`config.mk`:
```
export PLATFORM = sky130hd
export DESIGN_NAME = uart_cmd_sender_flat
export DESIGN_NICKNAME = d
export VERILOG_FILES = /design/src/rtl/uart_cmd_sender_pkg.sv /design/src/rtl/uart_cmd_sender_if.sv /design/src/rtl/uart_cmd_sender_baud_tick.sv /design/src/rtl/uart_cmd_sender.sv /design/src/flat_wrapper.sv
export SDC_FILE = /design/constraint.sdc
export NUM_CORES = 1
export LEC_CHECK = 0
export CORE_ASPECT_RATIO = 1.5
export CORE_MARGIN = 3
export CORE_UTILIZATION = 45
export CTS_CLUSTER_DIAMETER = 60
export DETAILED_ROUTE_END_ITERATION = 8
export MAX_ROUTING_LAYER = met4
export RECOVER_POWER = 25
export SKIP_CTS_REPAIR_TIMING = 1
export SYNTH_ARGS = -nofsm -noshare
export SYNTH_HDL_FRONTEND = slang
export SYNTH_SLANG_ARGS = --single-unit
```
`constraint.sdc`:
```
create_clock -name clk -period 2.2 [get_ports clk]
set_input_delay 0.44 -clock clk [delete_from_list [all_inputs] [get_ports clk]]
set_output_delay 0.44 -clock clk [all_outputs]
set_load 0.005 [all_outputs]
```
`src/rtl/uart_cmd_sender_pkg.sv`:
```
// Shared types and constants for the UART command sender.
// Holds the FSM encoding, the neutral command byte and the baud divisor calculation.
package uart_cmd_sender_pkg;

  typedef enum logic [1:0] {
    S_IDLE  = 2'd0,
    S_START = 2'd1,
    S_DATA  = 2'd2,
    S_STOP  = 2'd3
  } state_t;

  localparam logic [7:0] CMD_IDLE = 8'h80;

  function automatic int unsigned calc_baud_div(input int unsigned clk_freq,
                                                input int unsigned baud);
    return clk_freq / baud;
  endfunction

endpackage

```
`src/rtl/uart_cmd_sender_if.sv`:
```
// Command-in / serial-out bundle between driving-mode logic, sender and board pin.
// The slave side is the sender; the master side is whoever supplies commands.
interface uart_cmd_sender_if;
  logic [7:0] cmd_in;
  logic       en;
  logic       tx;
  logic       busy;
  logic       sent_pulse;
  logic [7:0] last_sent;

  modport master (output cmd_in, en, input tx, busy, sent_pulse, last_sent);
  modport slave  (input cmd_in, en, output tx, busy, sent_pulse, last_sent);
endinterface

```
`src/rtl/uart_cmd_sender_baud_tick.sv`:
```
// Mod-DIV bit-period counter: tick on the last cycle of a bit, pre_tick one cycle earlier.
// Zero latency from count to tick; clr wins over en and restarts the bit period.
module uart_baud_tick #(
  parameter int unsigned DIV = 16
) (
  input  logic clk,
  input  logic rst,
  input  logic clr,
  input  logic en,
  output logic tick,
  output logic pre_tick
);
  localparam int unsigned CW = (DIV > 1) ? $clog2(DIV) : 1;

  logic [CW-1:0] r_cnt;

  always_ff @(posedge clk or negedge rst) begin
    if (!rst) begin
      r_cnt <= '0;
    end else if (clr) begin
      r_cnt <= '0;
    end else if (en) begin
      r_cnt <= (r_cnt == CW'(DIV - 1)) ? '0 : r_cnt + CW'(1);
    end
  end

  assign tick     = en && (r_cnt == CW'(DIV - 1));
  assign pre_tick = en && (r_cnt == CW'(DIV - 2));

endmodule

```
`src/rtl/uart_cmd_sender.sv`:
```
// Sends the driving command as a UART 8N1 frame on change or on periodic refresh.
// tx falls one cycle after launch; frame is 10 bit periods; cmd_in is ignored while busy.
module uart_cmd_sender
  import uart_cmd_sender_pkg::*;
#(
  parameter int unsigned CLK_FREQ       = 100_000_000,
  parameter int unsigned BAUD           = 9600,
  parameter int unsigned REFRESH_CYCLES = 1_000_000
) (
  input  logic             clk,
  input  logic             rst,
  uart_cmd_sender_if.slave bus
);
  localparam int unsigned BAUD_DIV = calc_baud_div(CLK_FREQ, BAUD);
  localparam int unsigned REF_W    = (REFRESH_CYCLES > 1) ? $clog2(REFRESH_CYCLES) : 1;
  localparam logic [REF_W-1:0] REF_MAX = REF_W'(REFRESH_CYCLES - 1);

  state_t             r_state, w_state_nxt;
  logic               r_tx, w_tx_nxt;
  logic               r_busy, w_busy_nxt;
  logic               r_sent_pulse;
  logic [7:0]         r_last_sent;
  logic [7:0]         r_shift;
  logic [2:0]         r_idx, w_idx_nxt;
  logic [REF_W-1:0]   r_refresh;
  logic               w_tick, w_pre_tick;
  logic               w_launch, w_refresh_due;

  assign w_refresh_due = (r_refresh == REF_MAX);
  assign w_launch      = (r_state == S_IDLE) && bus.en &&
                         ((bus.cmd_in != r_last_sent) || w_refresh_due);

  // Clearing on every state change keeps each frame phase-aligned to its own start bit.
  uart_baud_tick #(.DIV(BAUD_DIV)) u_baud (
    .clk      (clk),
    .rst      (rst),
    .clr      (r_state != w_state_nxt),
    .en       (r_state != S_IDLE),
    .tick     (w_tick),
    .pre_tick (w_pre_tick)
  );

  always_comb begin
    w_state_nxt = r_state;
    w_tx_nxt    = r_tx;
    w_busy_nxt  = r_busy;
    w_idx_nxt   = r_idx;
    case (r_state)
      S_IDLE: if (w_launch) begin
        w_state_nxt = S_START;
        w_tx_nxt    = 1'b0;
        w_busy_nxt  = 1'b1;
      end
      S_START: if (w_tick) begin
        w_state_nxt = S_DATA;
        w_idx_nxt   = 3'd0;
        w_tx_nxt    = r_shift[0];
      end
      S_DATA: if (w_tick) begin
        if (r_idx == 3'd7) begin
          w_state_nxt = S_STOP;
          w_tx_nxt    = 1'b1;
        end else begin
          w_idx_nxt = r_idx + 3'd1;
          w_tx_nxt  = r_shift[r_idx + 3'd1];
        end
      end
      S_STOP: if (w_tick) begin
        w_state_nxt = S_IDLE;
        w_busy_nxt  = 1'b0;
        w_tx_nxt    = 1'b1;
      end
      default: w_state_nxt = S_IDLE;
    endcase
  end

  always_ff @(posedge clk or negedge rst) begin
    if (!rst) begin
      r_state      <= S_IDLE;
      r_tx         <= 1'b1;
      r_busy       <= 1'b0;
      r_sent_pulse <= 1'b0;
      r_last_sent  <= 8'h00;
      r_shift      <= 8'h00;
      r_idx        <= 3'd0;
      r_refresh    <= '0;
    end else begin
      r_state      <= w_state_nxt;
      r_tx         <= w_tx_nxt;
      r_busy       <= w_busy_nxt;
      r_idx        <= w_idx_nxt;
      // Registered one cycle early so the strobe lands on the stop bit's final cycle.
      r_sent_pulse <= (r_state == S_STOP) && w_pre_tick;
      if (w_launch) begin
        r_shift     <= bus.cmd_in;
        r_last_sent <= bus.cmd_in;
        r_refresh   <= '0;
      end else if (!w_refresh_due) begin
        r_refresh <= r_refresh + REF_W'(1);
      end
    end
  end

  assign bus.tx         = r_tx;
  assign bus.busy       = r_busy;
  assign bus.sent_pulse = r_sent_pulse;
  assign bus.last_sent  = r_last_sent;

endmodule

```
`src/flat_wrapper.sv`:
```
// flat-port wrapper written by rule: the top's interface ports become plain ports
module uart_cmd_sender_flat import uart_cmd_sender_pkg::*;
#(
  parameter int unsigned CLK_FREQ       = 100_000_000,
  parameter int unsigned BAUD           = 9600,
  parameter int unsigned REFRESH_CYCLES = 1_000_000
)
  (clk, rst, bus_cmd_in, bus_en, bus_tx, bus_busy, bus_sent_pulse, bus_last_sent);
  uart_cmd_sender_if bus_i ();
  input  logic clk;
  input  logic rst;
  input wire logic [$bits(bus_i.cmd_in)-1:0] bus_cmd_in;
  input wire logic [$bits(bus_i.en)-1:0] bus_en;
  output wire logic [$bits(bus_i.tx)-1:0] bus_tx;
  output wire logic [$bits(bus_i.busy)-1:0] bus_busy;
  output wire logic [$bits(bus_i.sent_pulse)-1:0] bus_sent_pulse;
  output wire logic [$bits(bus_i.last_sent)-1:0] bus_last_sent;
  assign bus_i.cmd_in = bus_cmd_in;
  assign bus_i.en = bus_en;
  assign bus_tx = bus_i.tx;
  assign bus_busy = bus_i.busy;
  assign bus_sent_pulse = bus_i.sent_pulse;
  assign bus_last_sent = bus_i.last_sent;
  uart_cmd_sender #(.CLK_FREQ(CLK_FREQ), .BAUD(BAUD), .REFRESH_CYCLES(REFRESH_CYCLES)) u_core (.clk(clk), .rst(rst), .bus(bus_i));
endmodule
```
==> impl_metrics.tcl <==
set metrics [dict create \
    dp_cells 390 \
    critical_path.max_fanout 9 \
    fin_cells 399 \
    seq_power_share_pct 47.9 \
    synth_top_cell_by_area "dfrtp_1" \
    gp_congestion 0.812 \
    grt_pass1_wl_um 10500 \
    async_reset_ff_share_pct 100 \
    htree_levels 2 \
    relSlewSlack_pct 22.5 \
    synth_edf_count 0 \
    cts_tree "yes" \
    startpoint_type "flop" \
    r2r_cells 8 \
    netlist_top_cells_count "dfrtp_1, nor2_1, nand3_1" \
    postPlaceCellArea_sq_um 3260 \
    via_count 2202 \
    synth.net_count 291 \
    clock_sinks 50 \
    end_kind "flop" \
    slew_viol_final 0 \
    ir_drop_v 0.000479 \
    rsz0062_at_grt "false" \
    finalCritPeriodShare_pct 93.7 \
    area_growth_pct 21.7 \
    final_area_sq_um 3380 \
    swShare_pct 31.6 \
    r2r_end "u_core.u_baud.r_cnt[13]" \
    tightest_slew_ns 1.16 \
    fill_cells 545 \
    yosysUniqueCellTypes 54 \
    p_sw_w 0.000865 \
    synth-warning-count 0 \
    yosys.cell_count.top_type "dfrtp_1" \
    rr_startpoint "u_core.r_refresh[0]" \
    dieWidth_um 70.2 \
    wire_per_inst_um 15.4 \
    multi_input_area_sq_um 1470 \
    avgSynthCellArea_sq_um 10.1 \
    groute.usage.overall_pct 18.8 \
    combPwrFrac_pct 28.5 \
    core_sq_um 5910 \
    seq_area_sq_um 1250 \
    clock_skew_ns 0.0144 \
    worstSetupPathType "flop to flop" \
    first_global_vias 2199 \
    dp_slack_ns -0.187 \
    numCtsBuffers 5 \
    die_area_sq_um 7170 \
    clock.fmax_ghz 0.485 \
    synth_area_leaders "dfrtp_1, xor2_1, nand3_1, nor2_1, nor3_1" \
    place_hpwl_um 4520 \
    clk_path_buf_depth 2 \
    synthCells 275 \
    power_density_nw_per_um2 811 \
    final-setup-viol-count 0 \
    antenna_cells 0 \
    netlist.area_leader.share_pct 44.1 \
    cap_violations 0 \
    synth_flop_cell "dfrtp_1" \
    die_h_um 102 \
    cp.required_ns 2.44 \
    start_util_pct 47.0 \
    viasPerCell 5.52 \
    cp.arrival_ns 2.30 \
    first_pass_iters 4 \
    drtAntennaViolNets 0 \
    power_w 0.00274 \
    hold_viol 0 \
    grt_max_degree 30 \
    total_leakage_power_nw 1.47 \
    synth_seq_area_share_pct 45.1 \
    rows 34 \
    hold_class "input pin to async pin" \
    p_clk_share_pct 23.6 \
    clock_latency_ns 0.31 \
    grt_antenna_before_repair 0 \
    syn_area_sq_um 2780 \
    p_int_w 0.00188 \
    drive_above_1_share_pct 19.3 \
    detail_route.iter0.violations 106 \
    drc 0 \
    grt_overflow_total 0 \
    wl_um 6150 \
    io_pins 22 \
    port_buffers 21 \
    period_minus_slack_ns 2.06 \
    status "finished, final reports clean" \
    fin_ws_ns 0.138 \
    fin_nets 342 \
    cts-root-buf "clkbuf_8" \
    r2r_slack_ns 0.14 \
    cts.clk_slew.worst_paths_ns 0.10 \
    ys_ff_latch 50 \
]
-- metrics by stage --
stage                     hold slack, ns  TNS (ns)  util [%]
final                              0.334         0      57.2
after global routing               0.395         0      57.2
after CTS                         0.0995   -0.0976      57.0
after detailed placement           0.441     -4.85      55.2
after global placement             0.447     -4.64      55.2
after floorplan                    0.144         0         -
-- state kept, by name, indices dropped and copies added, names as in the netlist --
signal,cells
u_core.bus.busy,1
u_core.bus.last_sent,8
u_core.r_state,2
u_core.r_refresh,20
u_core.bus.sent_pulse,1
u_core.bus.tx,1
u_core.r_idx,3
u_core.u_baud.r_cnt,14
-- power by group through the flow --
stage	registers [W]	clock network (W)	logic, W
after CTS	0.00131	0.000670	0.000785
final	0.00131	0.000648	0.000781
after floorplan	0.00130	0	0.000422
after global placement	0.00132	0	0.000761
after detailed placement	0.00132	0	0.000779
after global routing	0.00134	0.000700	0.000870
-- worst max path at each step --
stage,startpoint,to,slack [ns],cells past startpoint
CTS,u_core.r_idx[1],u_core.bus.tx,-0.1,5
global route,u_core.r_refresh[0],u_core.u_baud.r_cnt[10],0.01,8
finish,u_core.r_refresh[0],u_core.u_baud.r_cnt[13],0.14,8
floorplan,u_core.r_refresh[0],u_core.bus.last_sent[0],0.27,7
detailed placement,bus_cmd_in[6],u_core.u_baud.r_cnt[13],-0.19,9
global placement,bus_cmd_in[6],u_core.u_baud.r_cnt[10],-0.20,9
-- critical path: stages, from the launching register on --
cell and delay [ns]:
dfrtp_1 0.40, ha_1 0.23, and3_1 0.24, and3_1 0.25, a311o_1 0.36, nor2_2 0.19, buf_6 0.16, a21oi_1 0.05
o21ai_1 0.12
-- cell type report --
| class | count | area share, % |
|---|---|---|
| flip-flops and latches | 50 | 37.0 |
| inverters | 11 | 1.22 |
| well taps | 72 | 2.66 |
| repair buffers | 50 | 12.5 |
| clock buffers | 5 | 2.03 |
| clock inverters | 3 | 1.18 |
| multi-input cells | 208 | 43.4 |
-- layer usage --
metal / wire (um) / part of all wire, % / global-route usage, % / vias to the layer above
met5: 0 / 0 / - / -
met4: 95 / 1.5 / 5.90 / 0
met3: 135 / 2.2 / 2.85 / 8
met2: 3270 / 53 / 33.4 / 25
met1: 2650 / 43 / 21.9 / 1073
li1: - / - / - / 1096
-- layout by cell type, fill, tap and decap left out, drive strengths merged, types with 2 or more instances in the layout --
cell           instances
inv                   11
xnor2                  9
clkdlybuf4s50         20
and4b                  2
mux4                   2
nor4                   5
nand2                 18
a21oi                  8
clkinv                 2
nor2                  29
dfrtp                 49
xor2                  14
mux2                   9
nor3                  17
or3                    4
a22o                   5
ha                     5
nand3                 24
o21ai                 13
buf                   28
nor2b                  2
nand4                  4
and4                   2
nand3b                 4
nor4b                  2
and3                   7
clkbuf                 7
a21o                   4
a31oi                  3
-- cell families after synthesis --
group / after synthesis / share of synthesized area, %
simple gates: 124 / 25.1
flops: 50 / 45.1
compound gates: 43 / 11.7
xor+xnor: 23 / 7.25
buf+inv: 18 / 3.02
mux: 12 / 5.63
fa+ha+maj: 5 / 2.25
No activity file was read; power rests on OpenSTA's default activity.
